**src/rtl/res_accum_if.sv**
```systemverilog
// -----------------------------------------------------------------------------
// res_accum_if
// Bundle of the result-pair input stream and the frame-result output stream
// of res_accum.
//   master : side that drives beats and takes results (producer/consumer)
//   slave  : the accumulator itself
// Signals:
//   in_valid/in_ready          input beat handshake
//   in_res1/in_res2 [32:0]     unsigned operand pair from the adder stage
//   in_last                    beat closes the frame
//   out_valid/out_ready        frame result handshake
//   out_acc [ACC_W-1:0]        frame total
//   out_cnt [CNT_W-1:0]        beats in the frame
//   out_ovf                    accumulator overflowed during the frame
// -----------------------------------------------------------------------------
interface res_accum_if #(
   parameter int ACC_W = 40,
   parameter int CNT_W = 8
);
   logic             in_valid;
   logic             in_ready;
   logic [32:0]      in_res1;
   logic [32:0]      in_res2;
   logic             in_last;
   logic             out_valid;
   logic             out_ready;
   logic [ACC_W-1:0] out_acc;
   logic [CNT_W-1:0] out_cnt;
   logic             out_ovf;

   modport master (
      output in_valid, in_res1, in_res2, in_last, out_ready,
      input  in_ready, out_valid, out_acc, out_cnt, out_ovf
   );

   modport slave (
      input  in_valid, in_res1, in_res2, in_last, out_ready,
      output in_ready, out_valid, out_acc, out_cnt, out_ovf
   );
endinterface

```
**src/rtl/res_accum.sv**
```systemverilog
// -----------------------------------------------------------------------------
// res_accum
// Sums each accepted (res1, res2) pair, accumulates the sums over a frame
// closed by in_last, and presents total / beat count / sticky overflow on a
// valid/ready output held until taken.
// Parameters:
//   ACC_W  accumulator width (>= 34)
//   CNT_W  beat counter width (saturating)
// Ports:
//   clk    rising-edge clock
//   rst    asynchronous active-low reset
//   bus    res_accum_if.slave (input beat stream + frame result stream)
// Build option:
//   RES_ACCUM_SAT_EN  defined   -> accumulator saturates at 2^ACC_W-1
//                     undefined -> accumulator wraps modulo 2^ACC_W
//   In both modes out_ovf is sticky until the frame handshake.
// -----------------------------------------------------------------------------
module res_accum #(
   parameter int ACC_W = 40,
   parameter int CNT_W = 8
) (
   input logic        clk,
   input logic        rst,
   res_accum_if.slave bus
);

   localparam logic [0:0] ST_ACC  = 1'b0;
   localparam logic [0:0] ST_DONE = 1'b1;

   logic [0:0]       state_q, state_d;
   logic             r_vld_q, r_vld_d;
   logic [33:0]      r_sum_q, r_sum_d;
   logic             r_last_q, r_last_d;
   logic [ACC_W-1:0] acc_q, acc_d;
   logic [CNT_W-1:0] cnt_q, cnt_d;
   logic             ovf_q, ovf_d;

   logic             in_ready;
   logic             capture;
   logic [ACC_W:0]   sum_ext;   // one extra bit catches the carry-out

   // The input register may refill in the same cycle it is consumed (ACC),
   // which gives one beat per cycle; in DONE it holds at most one beat.
   assign in_ready = !r_vld_q || (state_q == ST_ACC);
   assign capture  = bus.in_valid && in_ready;
   assign sum_ext  = {1'b0, acc_q} + {{(ACC_W-33){1'b0}}, r_sum_q};

   always_comb begin
      // NOTE: every next-state variable gets a default first so no path
      // leaves it unassigned, which would otherwise infer a latch.
      state_d  = state_q;
      r_vld_d  = r_vld_q;
      r_sum_d  = r_sum_q;
      r_last_d = r_last_q;
      acc_d    = acc_q;
      cnt_d    = cnt_q;
      ovf_d    = ovf_q;

      if (capture) begin
         r_vld_d  = 1'b1;
         r_sum_d  = {1'b0, bus.in_res1} + {1'b0, bus.in_res2};
         r_last_d = bus.in_last;
      end

      case (state_q)
         ST_ACC: begin
            if (r_vld_q) begin
               if (!capture) r_vld_d = 1'b0;
`ifdef RES_ACCUM_SAT_EN
               acc_d = sum_ext[ACC_W] ? {ACC_W{1'b1}} : sum_ext[ACC_W-1:0];
`else
               acc_d = sum_ext[ACC_W-1:0];
`endif
               ovf_d = ovf_q | sum_ext[ACC_W];
               if (!(&cnt_q)) cnt_d = cnt_q + 1'b1;
               if (r_last_q) state_d = ST_DONE;
            end
         end
         default: begin  // ST_DONE: r is left pending until the next frame
            if (bus.out_ready) begin
               acc_d   = '0;
               cnt_d   = '0;
               ovf_d   = 1'b0;
               state_d = ST_ACC;
            end
         end
      endcase
   end

   always_ff @(posedge clk or negedge rst) begin
      if (!rst) begin
         state_q  <= ST_ACC;
         r_vld_q  <= 1'b0;
         r_sum_q  <= '0;
         r_last_q <= 1'b0;
         acc_q    <= '0;
         cnt_q    <= '0;
         ovf_q    <= 1'b0;
      end else begin
         // NOTE: non-blocking assignments so every register samples the
         // pre-edge values, independent of statement order.
         state_q  <= state_d;
         r_vld_q  <= r_vld_d;
         r_sum_q  <= r_sum_d;
         r_last_q <= r_last_d;
         acc_q    <= acc_d;
         cnt_q    <= cnt_d;
         ovf_q    <= ovf_d;
      end
   end

   assign bus.in_ready  = in_ready;
   assign bus.out_valid = (state_q == ST_DONE);
   assign bus.out_acc   = acc_q;
   assign bus.out_cnt   = cnt_q;
   assign bus.out_ovf   = ovf_q;

endmodule

```
**src/flat_wrapper.sv**
```systemverilog
// flat-port wrapper written by rule: the top's interface ports become plain ports
module res_accum_flat 
#(
   parameter int ACC_W = 40,
   parameter int CNT_W = 8
)
  (clk, rst, bus_in_valid, bus_in_res1, bus_in_res2, bus_in_last, bus_out_ready, bus_in_ready, bus_out_valid, bus_out_acc, bus_out_cnt, bus_out_ovf);
  res_accum_if #(.ACC_W(ACC_W), .CNT_W(CNT_W)) bus_i ();
  input logic clk;
  input logic rst;
  input wire logic [$bits(bus_i.in_valid)-1:0] bus_in_valid;
  input wire logic [$bits(bus_i.in_res1)-1:0] bus_in_res1;
  input wire logic [$bits(bus_i.in_res2)-1:0] bus_in_res2;
  input wire logic [$bits(bus_i.in_last)-1:0] bus_in_last;
  input wire logic [$bits(bus_i.out_ready)-1:0] bus_out_ready;
  output wire logic [$bits(bus_i.in_ready)-1:0] bus_in_ready;
  output wire logic [$bits(bus_i.out_valid)-1:0] bus_out_valid;
  output wire logic [$bits(bus_i.out_acc)-1:0] bus_out_acc;
  output wire logic [$bits(bus_i.out_cnt)-1:0] bus_out_cnt;
  output wire logic [$bits(bus_i.out_ovf)-1:0] bus_out_ovf;
  assign bus_i.in_valid = bus_in_valid;
  assign bus_i.in_res1 = bus_in_res1;
  assign bus_i.in_res2 = bus_in_res2;
  assign bus_i.in_last = bus_in_last;
  assign bus_i.out_ready = bus_out_ready;
  assign bus_in_ready = bus_i.in_ready;
  assign bus_out_valid = bus_i.out_valid;
  assign bus_out_acc = bus_i.out_acc;
  assign bus_out_cnt = bus_i.out_cnt;
  assign bus_out_ovf = bus_i.out_ovf;
  res_accum #(.ACC_W(ACC_W), .CNT_W(CNT_W)) u_core (.clk(clk), .rst(rst), .bus(bus_i));
endmodule
```
**config.mk**
```make
export PLATFORM = sky130hd
export DESIGN_NAME = res_accum_flat
export DESIGN_NICKNAME = d
export VERILOG_FILES = /design/src/rtl/res_accum_if.sv /design/src/rtl/res_accum.sv /design/src/flat_wrapper.sv
export SDC_FILE = /design/constraint.sdc
export NUM_CORES = 1
export LEC_CHECK = 0
export CAP_MARGIN = 20
export CORE_ASPECT_RATIO = 1.4
export CORE_MARGIN = 2
export CORE_UTILIZATION = 54
export CTS_CLUSTER_SIZE = 14
export DETAILED_ROUTE_END_ITERATION = 6
export PLACE_DENSITY = 0.81
export SYNTH_ARGS = -nofsm -noshare
export SYNTH_HDL_FRONTEND = slang
export SYNTH_SLANG_ARGS = --single-unit
export TNS_END_PERCENT = 30
```
**constraint.sdc**
```tcl
create_clock -name clk -period 4.05 [get_ports clk]
set_clock_uncertainty 0.2 [all_clocks]
set_input_delay 0.405 -clock clk [delete_from_list [all_inputs] [get_ports clk]]
set_output_delay 0.405 -clock clk [all_outputs]
set_load 0.02 [all_outputs]
```
==> results.md, run 1 <==
* Status: finished, final reports clean
* Leading post-synthesis cells by cell area: dfrtp_1 (31%), ha_1 (12%), o21ai_0 (7.0%)
* Flops & latches, synth at 86
* RSZ-0062 raised after global routing: no
* Nets@finish at between 1000 and 1500
* Overall routed net length at 17.9 mm
* TritonCTS Buffers at 9
* Via density per instance at 6.05
* WP data arrival at 3380 ps
* FF/Latch Area at 2150 sq um
* Post-CTS Setup Inserts at 0
* Rel. slew slack at 0.502
* Startpoint Class: register
* Setup TNS at 0 ps
* Antenna Cells at 0
* Post-synth EDFFs at 0
* Synth area leader: dfrtp_1
* Via count at 6634
* Tot GR Track Use at 0.263
* Most instantiated library cell after synthesis: nand2_1
* Initial antenna violation count at 0
* Max-Cap Viols at 0
* Post-DRT Antenna Nets at 0
* CP Class: register to register
* Max VDD drop at around 0.30 mV
* GRT overflow at 0
* DR pass1 iterations at 5
* Final Critical Period at 3360 ps
* Vias in the first global route at 6581
* Starting density of the core at 0.546
* Hold Fails Final Rpt at 0
* # rows at a little under 50
* Post-DP HPWL at about 14 mm
* Drt initial violations at around 330
* Worst skew pair latency at 350 ps
* Clk slew on worst S/H paths at roughly 70 ps
* Ys async rst share at 1.00
* Post-synth top cells: nand2_1 (113), o21ai_0 (97), dfrtp_1 (86)
* Core area at ~13000 sq um
* # IOs at roughly 120
* Top_reg_cell synth: dfrtp_1
* Syn Area/Cell at between 8 and 9 sq um
* Final Non-Filler Cells at 1097
* Drt drc at 0
* Worst-Margin Slew at about 750 ps
* Yosys warns at 0
* GP Congestion at around 0.91
* Post-route setup slack at between 600 and 700 ps
* Worst setup EP type: register
* Leak at ~3.8 nW
* Multi-input logic area at 4560 sq um
* Die H at between 100 and 150 microns
* Tightest Hold Check Type: register to register
* Max frequency at a little under 300 MHz
* Mapped cell area at approximately 7000 sq um
* Layout cells sized above 1 at 0.0456
* Sequential element share of the synthesized area at 0.311
* Largest net degree at the start of global routing at 60
* First-pass GRT wire length at 29.9 mm
* CTS tree: built
* Syn Inst Count at between 800 and 900
* Pwr/cell area at ~740 nW/um^2
* Die width at 99.7 microns
* Placed cells at between 1000 and 1500
* Netlist cell types at 64
* Period utilization at 0.829
* Clock tree buffer depth at 2
* Final Setup Violations at 0
* CP max FO at 4
* Wirelength per Cell at between 15 and 20 microns
* Top-area cell type share of the netlist area at 0.311
* Max Transition Viols Final at 0
* Number of clock sinks at 86
* Die ar. at ~14000 sq um
* H-tree levels at 3
* Net Count, Synth at slightly below 1000
* Area Growth Syn to Fin at 23.7%
* Worst Path Required at slightly above 4000 ps
* Root Driver: clkbuf_16
* # fillers at approximately 1100
* Port Buf Inserts at around 120
* Post-Place Worst Slack at 439 ps
-- sequential cells by signal, indices dropped and copies added (netlist names) --
name                  count
u_core.bus.out_cnt        8
u_core.bus.out_valid      1
u_core.bus.out_acc       40
u_core.r_vld_q            1
u_core.bus.out_ovf        1
u_core.r_sum_q           34
u_core.r_last_q           1
-- worst max-delay path, cell delays in order (launching register included) --
cell and delay [ps]:
dfrtp_1 400, ha_1 240, fa_1 440, a211oi_1 300
o21ai_0 220, nand2_1 180, a31oi_1 160, a31oi_2 320
o21ai_1 210, and3_1 230, or3_1 340
-- routing by layer --
layer / vias to the layer above / global-route usage / part of all wire
met4: 0 / 0.137 / 0.039
met2: 212 / 0.477 / 0.53
li1: 3257 / - / -
met5: - / 0 / 0
met3: 54 / 0.0278 / 0.038
met1: 3111 / 0.299 / 0.39
-- layout by cell type (no fill, tap or decap), types with 6 or more instances in the layout --
master / n
o211ai_1: 10
inv_1: 25
nor2_1: 48
nand4_1: 13
xor2_1: 27
nor3_1: 10
xnor2_1: 31
a31oi_1: 7
mux2i_1: 7
nand2_1: 112
o21ai_0: 97
nand3_1: 21
clkdlybuf4s50_1: 120
a21oi_1: 73
o31ai_1: 8
o21ai_1: 7
clkbuf_16: 9
ha_1: 68
a211oi_1: 11
o21bai_1: 14
dfrtp_1: 86
and3_1: 8
a21o_1: 28
and2_1: 11
buf_4: 7
nand2b_1: 7
or3_1: 6
-- layout make-up --
type	instances	area share
Clock inverter	5	0.00686
Multi-Input combinational cell	689	0.533
Timing Repair Buffer	128	0.148
Clock buffer	11	0.0283
Inverter	25	0.0110
Tap cell	153	0.0223
Sequential cell	86	0.251
-- what timing repair did --
action / CTS / global route
resized for setup: 0 / 0
hold buffers: 1 / 0
hold endpoints to repair: 58 / 0
-- where the power goes --
part / total, mW / internal, mW / switching (mW) / leakage, nW
registers: 1.55 / 1.22 / 0.329 / 1.08
clock network: 0.847 / 0.495 / 0.352 / 0.142
logic: 3.92 / 1.64 / 2.27 / 2.55
-- cells by family (layout without fill, tap and decap cells) --
kind of cell               after synthesis  count (layout)  synth area share
AOI/OAI and AO/OA                      295             295             0.271
buffers and inverters                   54             169            0.0311
muxes                                   10              10            0.0150
xor gates and xnor gates                58              58            0.0733
adders and majority gates               70              70             0.129
DFF                                     86              86             0.311
and+or+nand+nor                        256             256             0.170
-- metrics by stage --
stage | hold WS, ps | power, mW | instance area [sq um] | util
after CTS | 287 | 6.28 | 8570 | 0.675
after global placement | 263 | 5.32 | 8260 | 0.650
after global routing | 313 | 6.79 | 8570 | 0.675
after floorplan | -90.6 | 4.20 | 6930 | -
after detailed placement | 274 | 5.40 | 8260 | 0.650
final | 281 | 6.31 | 8570 | 0.675
-- final timing paths --
check                                      startpoint                endpoint  slack (ps)  cells after the start
worst min register to register     u_core.bus.out_ovf      u_core.bus.out_ovf         280                      2
max in group asynchronous                         rst  u_core.bus.out_acc[26]        2340                      3
worst max-delay path            u_core.bus.out_acc[0]  u_core.bus.out_acc[30]         690                     10
worst min-delay path               u_core.bus.out_ovf      u_core.bus.out_ovf         280                      2
min in group asynchronous                         rst      u_core.bus.out_ovf         460                      2
worst max register to register  u_core.bus.out_acc[0]  u_core.bus.out_acc[30]         690                     10
No activity file was read; power rests on OpenSTA's default activity.
==> run 2: changes to the inputs <==
--- a/config.mk
+++ b/config.mk
@@ -8,10 +8,10 @@
 export CAP_MARGIN = 20
 export CORE_ASPECT_RATIO = 1.4
 export CORE_MARGIN = 2
-export CORE_UTILIZATION = 54
+export CORE_UTILIZATION = 49
 export CTS_CLUSTER_SIZE = 14
 export DETAILED_ROUTE_END_ITERATION = 6
-export PLACE_DENSITY = 0.81
+export PLACE_DENSITY = 0.78
 export SYNTH_ARGS = -nofsm -noshare
 export SYNTH_HDL_FRONTEND = slang
 export SYNTH_SLANG_ARGS = --single-unit
==> constraint.sdc (replaced) <==
create_clock -name clk -period 2.9 [get_ports clk]
set_clock_uncertainty 0.2 [all_clocks]
set_input_delay 0.29 -clock clk [delete_from_list [all_inputs] [get_ports clk]]
set_output_delay 0.29 -clock clk [all_outputs]
set_load 0.02 [all_outputs]
==> run 2 against run 1 <==
The flow now finishes with violations (setup timing). Setup slack worse by 720 ps. Cell count is 14% higher. Power is 59% higher. Critical path depth is 1 lower. First-iteration DRC count is 16% higher. Register-to-register slack worse by 720 ps. Global-route usage hardly changed.
==> results.md, run 2 (synthesis results as in run 1) <==
* WP data arrival at 2960 ps (-420 ps)
* R2R depth at 9 (-1)
* GRT overflow at 0 (unchanged)
* Most frequent cells in the layout: buf_4 (121), clkdlybuf4s50_1 (120), nand2_1 (111)
* Antenna Cells at 0 (unchanged)
* M3 GR Usage at 0.0237 (-0.00407)
* Design area at 9790 sq um (+14%)
* Rel. slew slack at 0.602 (+0.0998)
* R2r endpoint: u_core.bus.out_acc[30]
* H-tree levels at 3 (unchanged)
* # fillers at 1081 (+1.1%)
* Period utilization at 1.01 (+0.180)
* Placed Area at 9170 sq um (+11%)
* Post-DRT Antenna Nets at 0 (unchanged)
* TritonCTS Buffers at 9 (unchanged)
* CP max FO at 6 (+2)
* Leak at 4.37 nW (+16%)
* Via count at 7213 (+8.7%)
* Via density per instance at 5.79 (-4.3%)
* Post-route setup slack at -26.4 ps (-719 ps)
* Drt drc at 0 (unchanged)
* Max frequency at 342 MHz (+15%)
* Wirelength per Cell at 16.3 microns (about the same)
* Status: complete, but fails checks
* Overall routed net length at 20.3 mm (+13%)
* Worst r2r src: u_core.bus.out_acc[7]
* Max-Cap Viols at 0 (unchanged)
* Startpoint Class: register
* # rows at 51 (+4.1%)
* Root Driver: clkbuf_16
* Final Critical Period at 2930 ps (-431 ps)
* Initial antenna violation count at 0 (unchanged)
* Max reg flops at 40 (unchanged)
* Grt met2 use at 0.510 (+0.0326)
* DR pass1 iterations at 7 (+2)
* Max Transition Viols Final at 0 (unchanged)
* Core area at 13800 sq um (+9.1%)
* Final Setup Violations at 1 (+1)
* # IOs at 122 (unchanged)
* Failing checks: setup timing
* Final core utilization at 0.707 (+0.0318)
* CP Class: register to register
* Number of clock sinks at 86 (unchanged)
* Layout cells sized above 1 at 0.189 (+0.143)
* Largest net degree at the start of global routing at 48 (-20%)
* Hold Fails Final Rpt at 0 (unchanged)
* Port Buf Inserts at 121 (unchanged)
* Most Crowded Layer GR: met2
* Worst-Margin Slew at 582 ps (-165 ps)
* GP Congestion at 0.946 (+3.9%)
* CTS tree: built
* Tightest Hold Check Type: input pin to async pin
* First-pass GRT wire length at 32.2 mm (+7.9%)
* Worst skew pair latency at 350 ps (about the same)
* Starting density of the core at 0.500 (-0.0456)
* Area Growth Syn to Fin at 41.3%
* Drt initial violations at 377 (+16%)
* Vias in the first global route at 6975 (+6.0%)
* Nets@finish at 1197 (+11%)
* Worst Path Required at 2930 ps (-1140 ps)
* Pwr/cell area at 1020 nW/um^2 (+39%)
* Most common cell after layout, fill and taps aside: buf_4
* Die ar. at 15100 sq um (+9.8%)
* RSZ-0062 raised after global routing: yes
* Worst setup EP type: register
* Die width at 104 microns (+4.8%)
* Tot GR Track Use at 0.264 (+0.000423)
* Clk slew on worst S/H paths at 70 ps (about the same)
* Clock tree buffer depth at 2 (unchanged)
* GR Layer Usage met1 at 0.285 (-0.0143)
* Die H at 145 microns (+4.8%)
* Max VDD drop at 0.507 mV (+69%)
* Post-DP HPWL at 15.5 mm (+11%)
* Post-Place Worst Slack at -395 ps (-834 ps)
* FF-to-FF setup slack at -30 ps (-720 ps)
==> run 2: worst max-delay path, stage by stage (launching register included) <==
cell	delay, ps
dfrtp_1	420
ha_4	280
a2111oi_0	580
o21ai_2	160
nand2_2	140
a31oi_2	120
a31oi_2	270
o21ai_1	110
and3_1	190
or3_1	330
==> run 2: area by class of cell <==
cell class                      count  area, sq um  share of cell area
Sequential cell                    86         2150               0.220
Multi-Input combinational cell    689         4840               0.495
Inverter                           25         93.8             0.00959
Clock inverter                      6         47.5             0.00486
Tap cell                          185          231              0.0236
Clock buffer                       10          239              0.0244
Timing Repair Buffer              245         2180               0.223
==> run 2: how the worst max path moves through the flow <==
| stage | slack [ps] | endpoint | start |
|---|---|---|---|
| after floorplan | 8 | u_core.bus.out_acc[30] | u_core.bus.out_acc[0] |
| after global placement | -300 | u_core.r_sum_q[32] | bus_in_res2[0] |
| after detailed placement | -390 | u_core.r_sum_q[29] | bus_in_res2[14] |
| after CTS | -3 | u_core.r_sum_q[29] | bus_in_res2[14] |
| after global routing | -210 | u_core.bus.out_acc[30] | u_core.bus.out_acc[7] |
| final | -30 | u_core.bus.out_acc[30] | u_core.bus.out_acc[7] |
==> run 2: per-stage QoR <==
stage / hold slack [ps] / setup TNS [ps] / instances / power [mW]
2_1_floorplan: -206 / 0 / 829 / 5.88
3_3_place_gp: 127 / -3830 / 1223 / 8.16
3_5_place_dp: 131 / -5850 / 1223 / 8.31
4_1_cts: 292 / -2.50 / 1243 / 9.60
5_1_grt: 317 / -1900 / 1246 / 10.8
6_report: 280 / -26.4 / 1246 / 10.0
==> run 2: report_power, final <==
part | internal, mW | leakage [nW] | switching (mW) | total, mW
Sequential | 1.70 | 1.08 | 0.477 | 2.18
Combinational | 3.17 | 3.17 | 3.58 | 6.75
Clock | 0.606 | 0.127 | 0.496 | 1.10
==> run 2: per-layer routing <==
| metal | share of wire | vias up |
|---|---|---|
| met5 | 0 | - |
| met1 | 0.38 | 3461 |
| li1 | - | 3484 |
| met4 | 0.033 | 0 |
| met3 | 0.037 | 55 |
| met2 | 0.55 | 213 |
==> run 2: what timing repair did <==
item | 4_1_cts | 5_1_grt
hold buffers | 1 | 0
pin swaps | 6 | 17
setup buffers | 3 | 3
setup endpoints to repair | 17 | 35
resized for setup | 12 | 45
hold endpoints to repair | 43 | 0
